### config.mk
export PLATFORM = sky130hd
export DESIGN_NAME = gomoku_turn_ctrl
export DESIGN_NICKNAME = d
export VERILOG_FILES = /design/src/rtl/gomoku_turn_ctrl.sv
export SDC_FILE = /design/constraint.sdc
export NUM_CORES = 1
export LEC_CHECK = 0
export CAP_MARGIN = 0
export CORE_MARGIN = 5
export CORE_UTILIZATION = 25
export DETAILED_ROUTE_END_ITERATION = 8
export SLEW_MARGIN = 25
export SYNTH_ARGS = -nofsm -noshare
export SYNTH_HDL_FRONTEND = slang
export SYNTH_SLANG_ARGS = --single-unit
### constraint.sdc
create_clock -name clk -period 3 [get_ports clk]
set_clock_uncertainty 0.15 [all_clocks]
set_input_delay 0.6 -clock clk [delete_from_list [all_inputs] [get_ports clk]]
set_output_delay 0.6 -clock clk [all_outputs]
set_load 0.03 [all_outputs]
### src/rtl/gomoku_turn_ctrl.sv
// Gomoku turn controller: validates each move against the board, writes it, asks the external
// line checker for a verdict, and keeps a short circular history so moves can be withdrawn.
module gomoku_turn_ctrl #(
    parameter int unsigned BOARD_DIM  = 16,
    parameter int unsigned PLAYERS    = 2,
    parameter int unsigned UNDO_DEPTH = 4,
    localparam int unsigned CW        = $clog2(BOARD_DIM)
) (
    input  logic          clk,
    input  logic          reset,
    input  logic [CW-1:0] cur_x,
    input  logic [CW-1:0] cur_y,
    input  logic          place_req,
    input  logic          undo_req,
    output logic [CW-1:0] rd_x,
    output logic [CW-1:0] rd_y,
    input  logic [1:0]    rd_data,
    output logic          wr_en,
    output logic [CW-1:0] wr_x,
    output logic [CW-1:0] wr_y,
    output logic [1:0]    wr_data,
    output logic          chk_start,
    output logic [CW-1:0] chk_x,
    output logic [CW-1:0] chk_y,
    output logic [1:0]    chk_player,
    input  logic          chk_done,
    input  logic          chk_win,
    output logic [1:0]    cur_player,
    output logic [1:0]    winner,
    output logic          game_over,
    output logic          busy,
    output logic          reject,
    output logic [3:0]    undo_avail
);

    localparam int unsigned MCW = $clog2(BOARD_DIM * BOARD_DIM + 1);
    localparam int unsigned HPW = (UNDO_DEPTH > 1) ? $clog2(UNDO_DEPTH) : 1;
    localparam int unsigned CW1 = CW + 1;

    localparam logic [MCW-1:0] NumCells   = MCW'(BOARD_DIM * BOARD_DIM);
    localparam logic [CW:0]    DimLimit   = CW1'(BOARD_DIM);
    localparam logic [HPW-1:0] LastSlot   = HPW'(UNDO_DEPTH - 1);
    localparam logic [3:0]     DepthCnt   = 4'(UNDO_DEPTH);
    localparam logic [1:0]     LastPlayer = 2'(PLAYERS);

    localparam logic [2:0] StIdle     = 3'd0;
    localparam logic [2:0] StVerify   = 3'd1;
    localparam logic [2:0] StWrite    = 3'd2;
    localparam logic [2:0] StChkStart = 3'd3;
    localparam logic [2:0] StChkWait  = 3'd4;
    localparam logic [2:0] StUndo     = 3'd5;
    localparam logic [2:0] StWin      = 3'd6;
    localparam logic [2:0] StDraw     = 3'd7;

    logic [2:0]     state_q, state_d;
    logic [CW-1:0]  move_x_q, move_y_q;
    logic [1:0]     player_q;
    logic [MCW-1:0] move_count_q;
    logic [HPW-1:0] head_q;
    logic [3:0]     avail_q;
    logic [CW-1:0]  hist_x_q [UNDO_DEPTH];
    logic [CW-1:0]  hist_y_q [UNDO_DEPTH];

    logic [HPW-1:0] prev_slot, next_slot;
    logic [1:0]     next_player, prev_player;
    logic           move_bad;

    // head_q points at the next free slot; the most recent move sits one slot behind it.
    assign prev_slot   = (head_q == '0) ? LastSlot : head_q - HPW'(1);
    assign next_slot   = (head_q == LastSlot) ? '0 : head_q + HPW'(1);
    assign next_player = (player_q == LastPlayer) ? 2'd1 : player_q + 2'd1;
    assign prev_player = (player_q == 2'd1) ? LastPlayer : player_q - 2'd1;
    assign move_bad    = (rd_data != 2'd0) || ({1'b0, move_x_q} >= DimLimit)
                      || ({1'b0, move_y_q} >= DimLimit);

    always_comb begin
        state_d = state_q;
        case (state_q)
            StIdle: begin
                if (undo_req) begin
                    if (avail_q != 4'd0) state_d = StUndo;
                end else if (place_req) begin
                    state_d = StVerify;
                end
            end
            StVerify:   state_d = move_bad ? StIdle : StWrite;
            StWrite:    state_d = StChkStart;
            StChkStart: state_d = StChkWait;
            StChkWait: begin
                if (chk_done) begin
                    if (chk_win)                        state_d = StWin;
                    else if (move_count_q == NumCells)  state_d = StDraw;
                    else                                state_d = StIdle;
                end
            end
            StUndo:  state_d = StIdle;
            StWin:   state_d = StWin;
            StDraw:  state_d = StDraw;
            default: state_d = StIdle;
        endcase
    end

    always_comb begin
        wr_en   = 1'b0;
        wr_x    = move_x_q;
        wr_y    = move_y_q;
        wr_data = player_q;
        reject  = 1'b0;
        case (state_q)
            StIdle:   reject = undo_req && (avail_q == 4'd0);
            StVerify: reject = move_bad;
            StWrite:  wr_en  = 1'b1;
            StUndo: begin
                wr_en   = 1'b1;
                wr_x    = hist_x_q[prev_slot];
                wr_y    = hist_y_q[prev_slot];
                wr_data = 2'd0;
            end
            default: ;
        endcase
    end

    assign rd_x       = move_x_q;
    assign rd_y       = move_y_q;
    assign chk_start  = (state_q == StChkStart);
    assign chk_x      = move_x_q;
    assign chk_y      = move_y_q;
    assign chk_player = player_q;
    assign cur_player = player_q;
    assign winner     = (state_q == StWin) ? player_q : 2'd0;
    assign game_over  = (state_q == StWin) || (state_q == StDraw);
    assign busy       = (state_q != StIdle);
    assign undo_avail = avail_q;

    always_ff @(posedge clk) begin
        if (reset) begin
            state_q      <= StIdle;
            move_x_q     <= '0;
            move_y_q     <= '0;
            player_q     <= 2'd1;
            move_count_q <= '0;
            head_q       <= '0;
            avail_q      <= 4'd0;
            hist_x_q     <= '{default: '0};
            hist_y_q     <= '{default: '0};
        end else begin
            state_q <= state_d;
            case (state_q)
                StIdle: begin
                    if (place_req && !undo_req) begin
                        move_x_q <= cur_x;
                        move_y_q <= cur_y;
                    end
                end
                StWrite: begin
                    hist_x_q[head_q] <= move_x_q;
                    hist_y_q[head_q] <= move_y_q;
                    head_q           <= next_slot;
                    if (avail_q != DepthCnt) avail_q <= avail_q + 4'd1;
                    move_count_q     <= move_count_q + MCW'(1);
                end
                StChkWait: begin
                    if (chk_done && !chk_win && (move_count_q != NumCells)) begin
                        player_q <= next_player;
                    end
                end
                StUndo: begin
                    head_q       <= prev_slot;
                    avail_q      <= avail_q - 4'd1;
                    move_count_q <= move_count_q - MCW'(1);
                    player_q     <= prev_player;
                end
                default: ;
            endcase
        end
    end

endmodule

==> results.yml, run 1 <==
yosys:
  synth.area.top_cells: "dfxtp_1 (38%), nand2_1 (12%), a21oi_1 (6.9%)"
  ys_types: 47
  synth_warnings: 0
  synth_area_per_cell_um2: 7.92
  ys_seq_area_share_pct: 38.4
  synth_top_area_share_pct: 38.4
  synth-seq-cells: 60
  synth_cells: 395
  synth_area_um2: 3130
  synth_nets: 417
  yosysTopAreaCell: "dfxtp_1"
die:
  fp.dieW_um: 122
  rows: 40
  start_util_pct: 25.7
  ios: 57
  die_h_um: 122
  core_um2: 12200
  dieArea_um2: 14800
timing:
  fin_ws_ps: 135
  final.min_clock_period_ps: 2870
  setup_violations: 0
  worstMarginPinSlew_ps: 518
  finalSetupTns_ps: 0
  rsz0062_at_grt: "false"
  timing.final.crit_share_pct: 95.5
  hold_viol: 0
  maxSlewViolCount: 0
  slew_headroom_pct: 65.2
  hold_slack_ps: 304
  fmaxAchievable_ghz: 0.349
global_route:
  grt_pass1_wl_mm: 14.0
  grt_pass1_vias: 2815
  grt_start_max_net_pins: 47
  antenna_found_initial: 0
  gr-total-overflow: 0
  grt_usage_pct: 11.9
clock_network:
  cts_tree: "built"
  worstSkewPairLatency_ps: 330
  clk_pin_slew_worst_paths_ps: 60
  cts_hold_buf: 0
  cts_buffers: 9
  cts_setup_buffers: 0
  clockRootBuffer: "clkbuf_16"
  cts.sinks: 60
  cts_buffer_depth: 2
  htreeDepth: 3
routing:
  drcViolationCount: 0
  wl_met3_um: 410
  wl_mm: 8.47
  drt-initial-drc-count: 192
  wl_met2_mm: 4.03
  ant_nets: 0
  topRoutingLayerUsed: "met4"
  dr.pass1.iters: 4
  wl_met1_mm: 3.96
  vias: 2890
  vias_per_cell: 4.75
  wire_per_inst_um: 13.9
finish:
  syn_to_final_growth_pct: 29.6
  post_route_cells_drive_above_1_share_pct: 12.0
  fin_util_pct: 33.3
  fin_nets: 458
  antennaDiodeCount: 0
power_and_ir_drop:
  p_sw_share_pct: 37.3
  intPower_w: 0.00192
  comb_power_share_pct: 36.4
  cellPowerDensity_nw_per_um2: 754
  p_switching_w: 0.00114
  power_w: 0.00306
  peakVddDrop_uv: 230
  power_frac_seq_pct: 32.7
  p_clk_share_pct: 30.9
  p_leak_nw: 1.47
critical_path:
  cp_num_buf_inv: 3
  slowest_delay_ps: 500
  path_cells: "inv_1, ha_2, nor2b_2, buf_6, mux4_2, nand2_1, nand2_1, buf_4"
  slowest_stage: "mux4_2"
  path_class: "flop to output pin"
  crit_arrival_ps: 2120
  critical_path.top_delay_family: "multiplexers"
  startpoint_type: "flop"
  end_kind: "output pin"
  required_ps: 2250
  crit_top_cell: "nand2_1"
  cp_max_fo: 5
hold_path:
  hold_class: "flop to flop"
flow_run:
  cap_violations: 0
placement:
  io_buffers: 56
  hpwlAfterDp_mm: 5.86
  routabilityCongestion: 0.779
  pre_cts_ws_ps: 323
outcome:
  status: "completed"
routing by layer:
metal,track usage [%],vias up
met5,0,-
met4,4.06,0
met3,3.25,6
met2,19.4,66
met1,15.2,1380
li1,-,1438
synth_stat cells (all sizes together):
library cell and instances:
a211o 2, a211oi 3, a21o 3, a21oi 43
a221oi 3, a311oi 1, a31oi 1, a32o 1
and2 5, and3 3, and3b 1, and4b 1
buf 13, clkbuf 24, dfxtp 60, ha 6
inv 8, mux2 1, mux2i 9, mux4 8
nand2 103, nand2b 2, nand3 5, nand3b 2
nand4 1, nand4bb 3, nor2 25, nor2b 6
nor3 11, nor3b 1, nor4 7, nor4b 2
o211ai 1, o21a 3, o21ai 7, o21bai 1
o22ai 3, o311ai 1, o31ai 1, or3 3
or3b 1, or4 3, xnor2 7
cells in the final DEF, fill, tap and decap left out, drive strengths merged, types with 2 or more instances in the layout:
cell,count
or4,3
and3,3
a221oi,3
a21oi,43
clkbuf,9
o22ai,3
dfxtp,60
a211o,2
and2,5
nor3,11
nand3,5
ha,6
xnor2,7
clkinvlp,2
a211oi,3
inv,9
or3,3
nand3b,2
nand4bb,3
nor2,25
clkinv,4
nand2,103
a21o,3
mux4,8
nor4,7
o21ai,7
nor4b,2
clkdlybuf4s50,45
buf,22
nand2b,2
mux2i,9
o21a,3
nor2b,6
cells by family (layout without fill, tap and decap cells):
family | count (synthesis) | in the layout | share of synthesized area [%]
xor+xnor | 7 | 7 | 1.96
flops | 60 | 60 | 38.4
simple gates | 185 | 185 | 27.4
compound gates | 74 | 74 | 14.0
buf+inv | 45 | 91 | 6.88
mux | 18 | 18 | 9.00
fa+ha+maj | 6 | 6 | 2.40
cell type report:
class | count | area, um^2
Timing Repair Buffer | 67 | 617
Tap cell | 168 | 210
Clock inverter | 7 | 51.3
Sequential cell | 60 | 1200
Multi-Input combinational cell | 290 | 1720
Inverter | 8 | 30.0
Clock buffer | 9 | 225
Fill cell | 1260 | 8110
tightest hold or removal path: stages, from the launching register on:
cell and delay (ps):
dfxtp_1 300, nand2_1 50, a21oi_1 50
flip-flops by register name (all words and copies together), names as in the netlist:
signal        flops
chk_player        2
state_q           3
head_q            2
hist_x_q         16
chk_x             4
move_count_q      9
hist_y_q         16
undo_avail        4
chk_y             4
power groups by stage:
stage	clock network, W	logic, W	registers [W]
finish	0.000945	0.00111	0.00100
global route	0.00101	0.00121	0.00102
CTS	0.000972	0.00112	0.00100
detailed placement	0	0.00111	0.00102
global placement	0	0.00109	0.00101
floorplan	0	0.000715	0.00104
what timing repair did:
action | 4_1_cts | 5_1_grt
gates cloned | 0 | 0
setup endpoints to repair | 6 | 8
resized for setup | 1 | 4
through the flow:
step | instances | cell area, um^2
after floorplan | 395 | 3130
after global placement | 593 | 3770
after detailed placement | 593 | 3770
after CTS | 609 | 4040
after global routing | 609 | 4050
final | 609 | 4050
final timing paths:
kind                                  start         endpoint  slack, ps  cells after the start
worst max-delay path              head_q[0]          wr_y[3]        130                      8
worst max register to register   state_q[1]  move_count_q[6]        610                      7
worst min-delay path            hist_x_q[4]      hist_x_q[4]        300                      2
worst min register to register  hist_x_q[4]      hist_x_q[4]        300                      2
Power figures use the tool's default switching activity.
==> run 2: changes to the inputs <==
--- a/config.mk
+++ b/config.mk
@@ -5,6 +5,7 @@
 export SDC_FILE = /design/constraint.sdc
 export NUM_CORES = 1
 export LEC_CHECK = 0
+export ABC_AREA = 1
 export CAP_MARGIN = 0
 export CORE_MARGIN = 5
 export CORE_UTILIZATION = 25
==> run 2 against run 1 <==
  * Synthesized cell count grew 27%
  * Combinational power grew 25%
  * Total power grew 18%
  * Largest cell class unchanged
==> results.yml, run 2 <==
outcome:
  status: "completed"
placement:
  hpwlAfterDp_mm: 6.64
  dpl_cell_area_um2: 3930
  pre_cts_ws_ps: 466
  io_buffers: 56
  routabilityCongestion: 0.813
clock_network:
  cts.sinks: 60
  cts_buffer_depth: 2
  worstSkewPairLatency_ps: 330
  clk_pin_slew_worst_paths_ps: 50
  cts_tree: "built"
  cts_setup_buffers: 0
  htreeDepth: 3
  cts_hold_buf: 0
  cts_buffers: 9
  clockRootBuffer: "clkbuf_16"
flow_run:
  cap_violations: 0
routing:
  drcViolationCount: 0
  wire_per_inst_um: 12.6
  ant_nets: 0
  drt-initial-drc-count: 241
  dr.pass1.iters: 5
  vias_per_cell: 4.57
  wl_mm: 9.18
  vias: 3315
yosys:
  yosys-top-cells-count: "nor2_1 (114), nand2_1 (86), o21ai_0 (78)"
  synth-seq-cells: 60
  synth_area_um2: 3270
  synth_cells: 501
  synth_top_area_share_pct: 36.7
  synth_nets: 523
  ys_seq_area_share_pct: 36.7
  synth_warnings: 0
  synth-edff-count: 0
  async_reset_ff_share_pct: 0
  synth_ff_type: "dfxtp_1"
  yosysTopAreaCell: "dfxtp_1"
  ys_types: 35
  synth.area.top_cells: "dfxtp_1 (37%), nor2_1 (13%), o21ai_0 (12%)"
  synth_area_per_cell_um2: 6.54
  synthMostInstantiatedCell: "nor2_1"
finish:
  layout_common_cells: "nor2_1 (114), nand2_1 (86), o21ai_0 (78)"
  reg.largest.list: "hist_x_q (16), hist_y_q (16), move_count_q (9)"
  antennaDiodeCount: 0
  stdcell_area_um2: 4250
  syn_to_final_growth_pct: 29.9
  final-seq-area_um2: 1200
  fin_nets: 571
  nFillCells: 1411
  multi_input_area_um2: 1700
  final_common_cell: "nor2_1"
  post_route_cells_drive_above_1_share_pct: 7.94
timing:
  maxSlewViolCount: 0
  setup_violations: 0
  fin_ws_ps: 190
  finalSetupTns_ps: 0
  worstMarginPinSlew_ps: 485
  timing.final.crit_share_pct: 93.7
  rsz0062_at_grt: "false"
  final.min_clock_period_ps: 2810
  hold_slack_ps: 326
  slew_headroom_pct: 67.6
  hold_viol: 0
  fmaxAchievable_ghz: 0.356
critical_path:
  required_ps: 2250
  path_class: "flop to output pin"
  end_kind: "output pin"
  startpoint_type: "flop"
  cp_max_fo: 13
  crit_arrival_ps: 2060
global_route:
  gr-total-overflow: 0
  grt_pass1_vias: 3198
  grt_usage_pct: 12.1
  grt_start_max_net_pins: 50
  grtUsageMet1_pct: 14.5
  grt_pass1_wl_mm: 15.4
  grt-busiest-layer: "met2"
  antenna_found_initial: 0
  use_met2_pct: 19.8
  use_met3_pct: 4.55
power_and_ir_drop:
  peakVddDrop_uv: 511
  cellPowerDensity_nw_per_um2: 850
  p_leak_nw: 1.95
die:
  ios: 57
  core_um2: 12700
  fp.dieW_um: 124
  die_h_um: 124
  start_util_pct: 25.7
  dieArea_um2: 15500
  rows: 41
hold_path:
  hold_class: "flop to flop"
==> run 2: cell types whose count changed after synthesis, moves of 7 or more <==
cell      change
a21oi_1      -32
clkbuf_1     -19
inv_1        +49
mux2i_1       -9
mux4_2        -8
nand2_1      -17
nand3_1      +11
nand4_1       +9
nor2_1       +89
nor3_1        -7
nor4_1        -7
o21ai_0      +71
xnor2_1       -7
==> run 2: path summary, 6_finish.rpt <==
kind	endpoint	slack (ps)	start	cells after the start
min	hist_y_q[11]	330	hist_y_q[11]	2
min reg2reg	hist_y_q[11]	330	hist_y_q[11]	2
max	busy	190	state_q[0]	3
max reg2reg	move_count_q[6]	580	state_q[0]	15
==> run 2: kinds of logic (layout without fill, tap and decap cells) <==
| logic type | count (synthesis) | in the layout | share of synthesized area (%) |
|---|---|---|---|
| compound gates | 107 | 107 | 17.5 |
| xor+xnor | 4 | 4 | 1.07 |
| fa+ha+maj | 6 | 6 | 2.29 |
| buf+inv | 84 | 137 | 11.5 |
| flops | 60 | 60 | 36.7 |
| simple gates | 240 | 240 | 31.0 |
==> run 2: critical path, stage by stage, from the launching register on <==
cell	delay [ps]
dfxtp_1	620
inv_1	210
nand2_1	200
clkdlybuf4s50_1	700
==> run 2: per-layer routing <==
metal | vias to the layer above | routed length, um
met5 | - | 0
li1 | 1701 | -
met4 | 0 | 125
met1 | 1521 | 4150
met3 | 10 | 607
met2 | 83 | 4310
==> run 2: where the power goes <==
group | internal [W] | total (W) | leakage (nW) | switching, W
registers | 0.000923 | 0.00111 | 0.487 | 0.000188
logic | 0.000499 | 0.00139 | 1.31 | 0.000896
clock network | 0.000748 | 0.00111 | 0.153 | 0.000362
total | 0.00217 | 0.00362 | 1.95 | 0.00145
==> run 2: layout make-up <==
| class | instances | share of cell area [%] |
|---|---|---|
| Clock inverter | 4 | 1.71 |
| Inverter | 60 | 5.44 |
| Multi-Input combinational cell | 357 | 39.9 |
| Sequential cell | 60 | 28.3 |
| Clock buffer | 12 | 5.79 |
| Timing Repair Buffer | 61 | 13.8 |
| Tap cell | 172 | 5.06 |
==> run 2: metrics by stage <==
stage / power [W] / utilization, % / std cells
finish: 0.00362 / 33.4 / 726
floorplan: 0.00207 / - / 501
global route: 0.00386 / 33.4 / 726
detailed placement: 0.00252 / 30.9 / 710
global placement: 0.00249 / 30.9 / 710
CTS: 0.00365 / 33.4 / 726
==> run 2: repair_timing <==
item                                    4_1_cts  5_1_grt
endpoints found under the setup margin        0       10
resized for setup                             0        3
endpoints found under the hold margin         0        0
==> run 3: changes to the inputs <==
--- a/config.mk
+++ b/config.mk
@@ -7,6 +7,7 @@
 export LEC_CHECK = 0
 export ABC_AREA = 1
 export CAP_MARGIN = 0
+export CORE_ASPECT_RATIO = 1.4
 export CORE_MARGIN = 5
 export CORE_UTILIZATION = 25
 export DETAILED_ROUTE_END_ITERATION = 8
==> constraint.sdc (replaced) <==
create_clock -name clk -period 3 [get_ports clk]
set_clock_uncertainty 0.15 [all_clocks]
set_input_delay 0.6 -clock clk [delete_from_list [all_inputs] [get_ports clk]]
set_output_delay 0.6 -clock clk [all_outputs]
set_load 0.005 [all_outputs]
==> run 3 against run 2 <==
  * Critical path depth grew 7
  * Routed wire length grew 8.0%
  * Combinational power shrank 9%
  * Register-to-register slack gained 40 ps
  * Final cell count shrank 1.7%
  * Setup slack lost 55 ps
  * Critical path type unchanged
  * Largest cell class unchanged
  * Largest power group unchanged
  * Highest routed layer unchanged
==> results.yml, run 3 (synthesized netlist as in run 2, its figures left out) <==
clock_network:
  cts_buffer_depth: 2
  htreeDepth: 3
  clockRootBuffer: "clkbuf_16"
  cts_buffers: 9
  worstSkewPairLatency_ps: 330
  cts_hold_buf: 0
  cts.sinks: 60
  clk_pin_slew_worst_paths_ps: 50
  cts_tree: "built"
critical_path:
  r2r-start: "state_q[2]"
  path_class: "flop to output pin"
  required_ps: 2250
  startpoint_type: "flop"
  crit_arrival_ps: 2110
  critPathLaunch: "head_q[0]"
  end_kind: "output pin"
  cp_max_fo: 8
finish:
  fin_nets: 578
  reg.largest.list: "hist_x_q (16), hist_y_q (16), move_count_q (9)"
  syn_to_final_growth_pct: 33.1
  multi_input_area_um2: 1730
  final-seq-area_um2: 1210
  final_common_cell: "nor2_1"
  post_route_cells_drive_above_1_share_pct: 8.73
  stdcell_area_um2: 4360
  layout_common_cells: "nor2_1 (114), nand2_1 (85), o21ai_0 (72)"
  nFillCells: 1379
  antennaDiodeCount: 0
global_route:
  antenna_found_initial: 0
  grt_pass1_wl_mm: 16.2
  grt_usage_pct: 12.8
  gr-total-overflow: 0
  grt_start_max_net_pins: 34
  grt_pass1_vias: 3308
timing:
  hold_viol: 0
  worstMarginPinSlew_ps: 588
  fmaxAchievable_ghz: 0.349
  timing.final.crit_share_pct: 95.5
  maxSlewViolCount: 0
  rsz0062_at_grt: "false"
  hold_slack_ps: 328
  setup_violations: 0
  slew_headroom_pct: 60.7
  finalSetupTns_ps: 0
  final.min_clock_period_ps: 2860
routing:
  drt-initial-drc-count: 209
  wire_per_inst_um: 13.9
  ant_nets: 0
  vias_per_cell: 4.73
  vias: 3375
  wl_mm: 9.92
  dr.pass1.iters: 5
  drcViolationCount: 0
power_and_ir_drop:
  p_leak_nw: 2.00
  peakVddDrop_uv: 427
  cellPowerDensity_nw_per_um2: 799
die:
  core_um2: 12900
  fp.dieW_um: 107
  die_h_um: 145
  dieArea_um2: 15500
  ios: 57
  rows: 49
  start_util_pct: 25.4
placement:
  routabilityCongestion: 0.849
  hpwlAfterDp_mm: 7.17
  io_buffers: 56
  dpl_cell_area_um2: 3940
flow_run:
  cap_violations: 0
outcome:
  status: "completed"
hold_path:
  min_from: "hist_x_q[4]"
  hold_class: "flop to flop"
-- run 3: cell types whose count changed in the layout (fill, tap and decap cells not counted), moves of 2 or more --
| cell | change |
|---|---|
| buf_4 | -5 |
| clkdlybuf4s50_1 | +7 |
| clkinvlp_4 | +2 |
| dlymetal6s2s_1 | +2 |
| inv_1 | -3 |
| inv_2 | +3 |
| o21ai_0 | -6 |
| o21ai_1 | +6 |
-- run 3: area by class of cell --
class,count,share of cell area (%)
Sequential cell,60,27.7
Multi-Input combinational cell,357,39.6
Timing Repair Buffer,66,15.4
Timing Repair inverter,2,0.287
Clock buffer,10,5.26
Inverter,60,5.31
Tap cell,153,4.39
Clock inverter,6,2.04
-- run 3: power breakdown --
part / internal [W] / total, W / switching, W
Clock: 0.000726 / 0.00109 / 0.000365
Combinational: 0.000555 / 0.00126 / 0.000710
Sequential: 0.000925 / 0.00113 / 0.000202
-- run 3: worst max-delay path, cell delays in order, from the launching register on --
cell	delay, ps
dfxtp_4	360
inv_2	60
ha_4	150
inv_2	100
nand2_8	90
clkinvlp_4	160
nor2_1	60
o22ai_1	160
nand2_1	80
nand2_1	80
clkdlybuf4s50_1	490
-- run 3: repair_timing --
action	in CTS	in global routing
setup buffers	0	1
setup endpoints to repair	8	9
pin swaps	0	4
resized for setup	11	13
gates cloned	1	2
-- run 3: worst paths after layout --
path	endpoint	slack [ps]	cells after the start
worst max-delay path	wr_x[0]	140	10
worst min-delay path	hist_x_q[4]	330	2
worst max register to register	move_count_q[6]	620	15
worst min register to register	hist_x_q[4]	330	2
-- run 3: metrics by stage --
step	cells	worst slack (ps)	utilization (%)	power (W)
after floorplan	501	795	-	0.00182
after global placement	694	210	30.6	0.00232
after detailed placement	694	181	30.6	0.00234
after CTS	711	14.6	33.3	0.00346
after global routing	714	14.8	33.8	0.00373
final	714	135	33.8	0.00348
-- run 3: routing by layer --
metal  track usage (%)  routed length (um)  up-vias
li1                  -                   -     1717
met2              23.0                5140      104
met3              2.93                 469       21
met1              14.7                4130     1533
met4              4.48                 180        0
met5                 0                   0        -
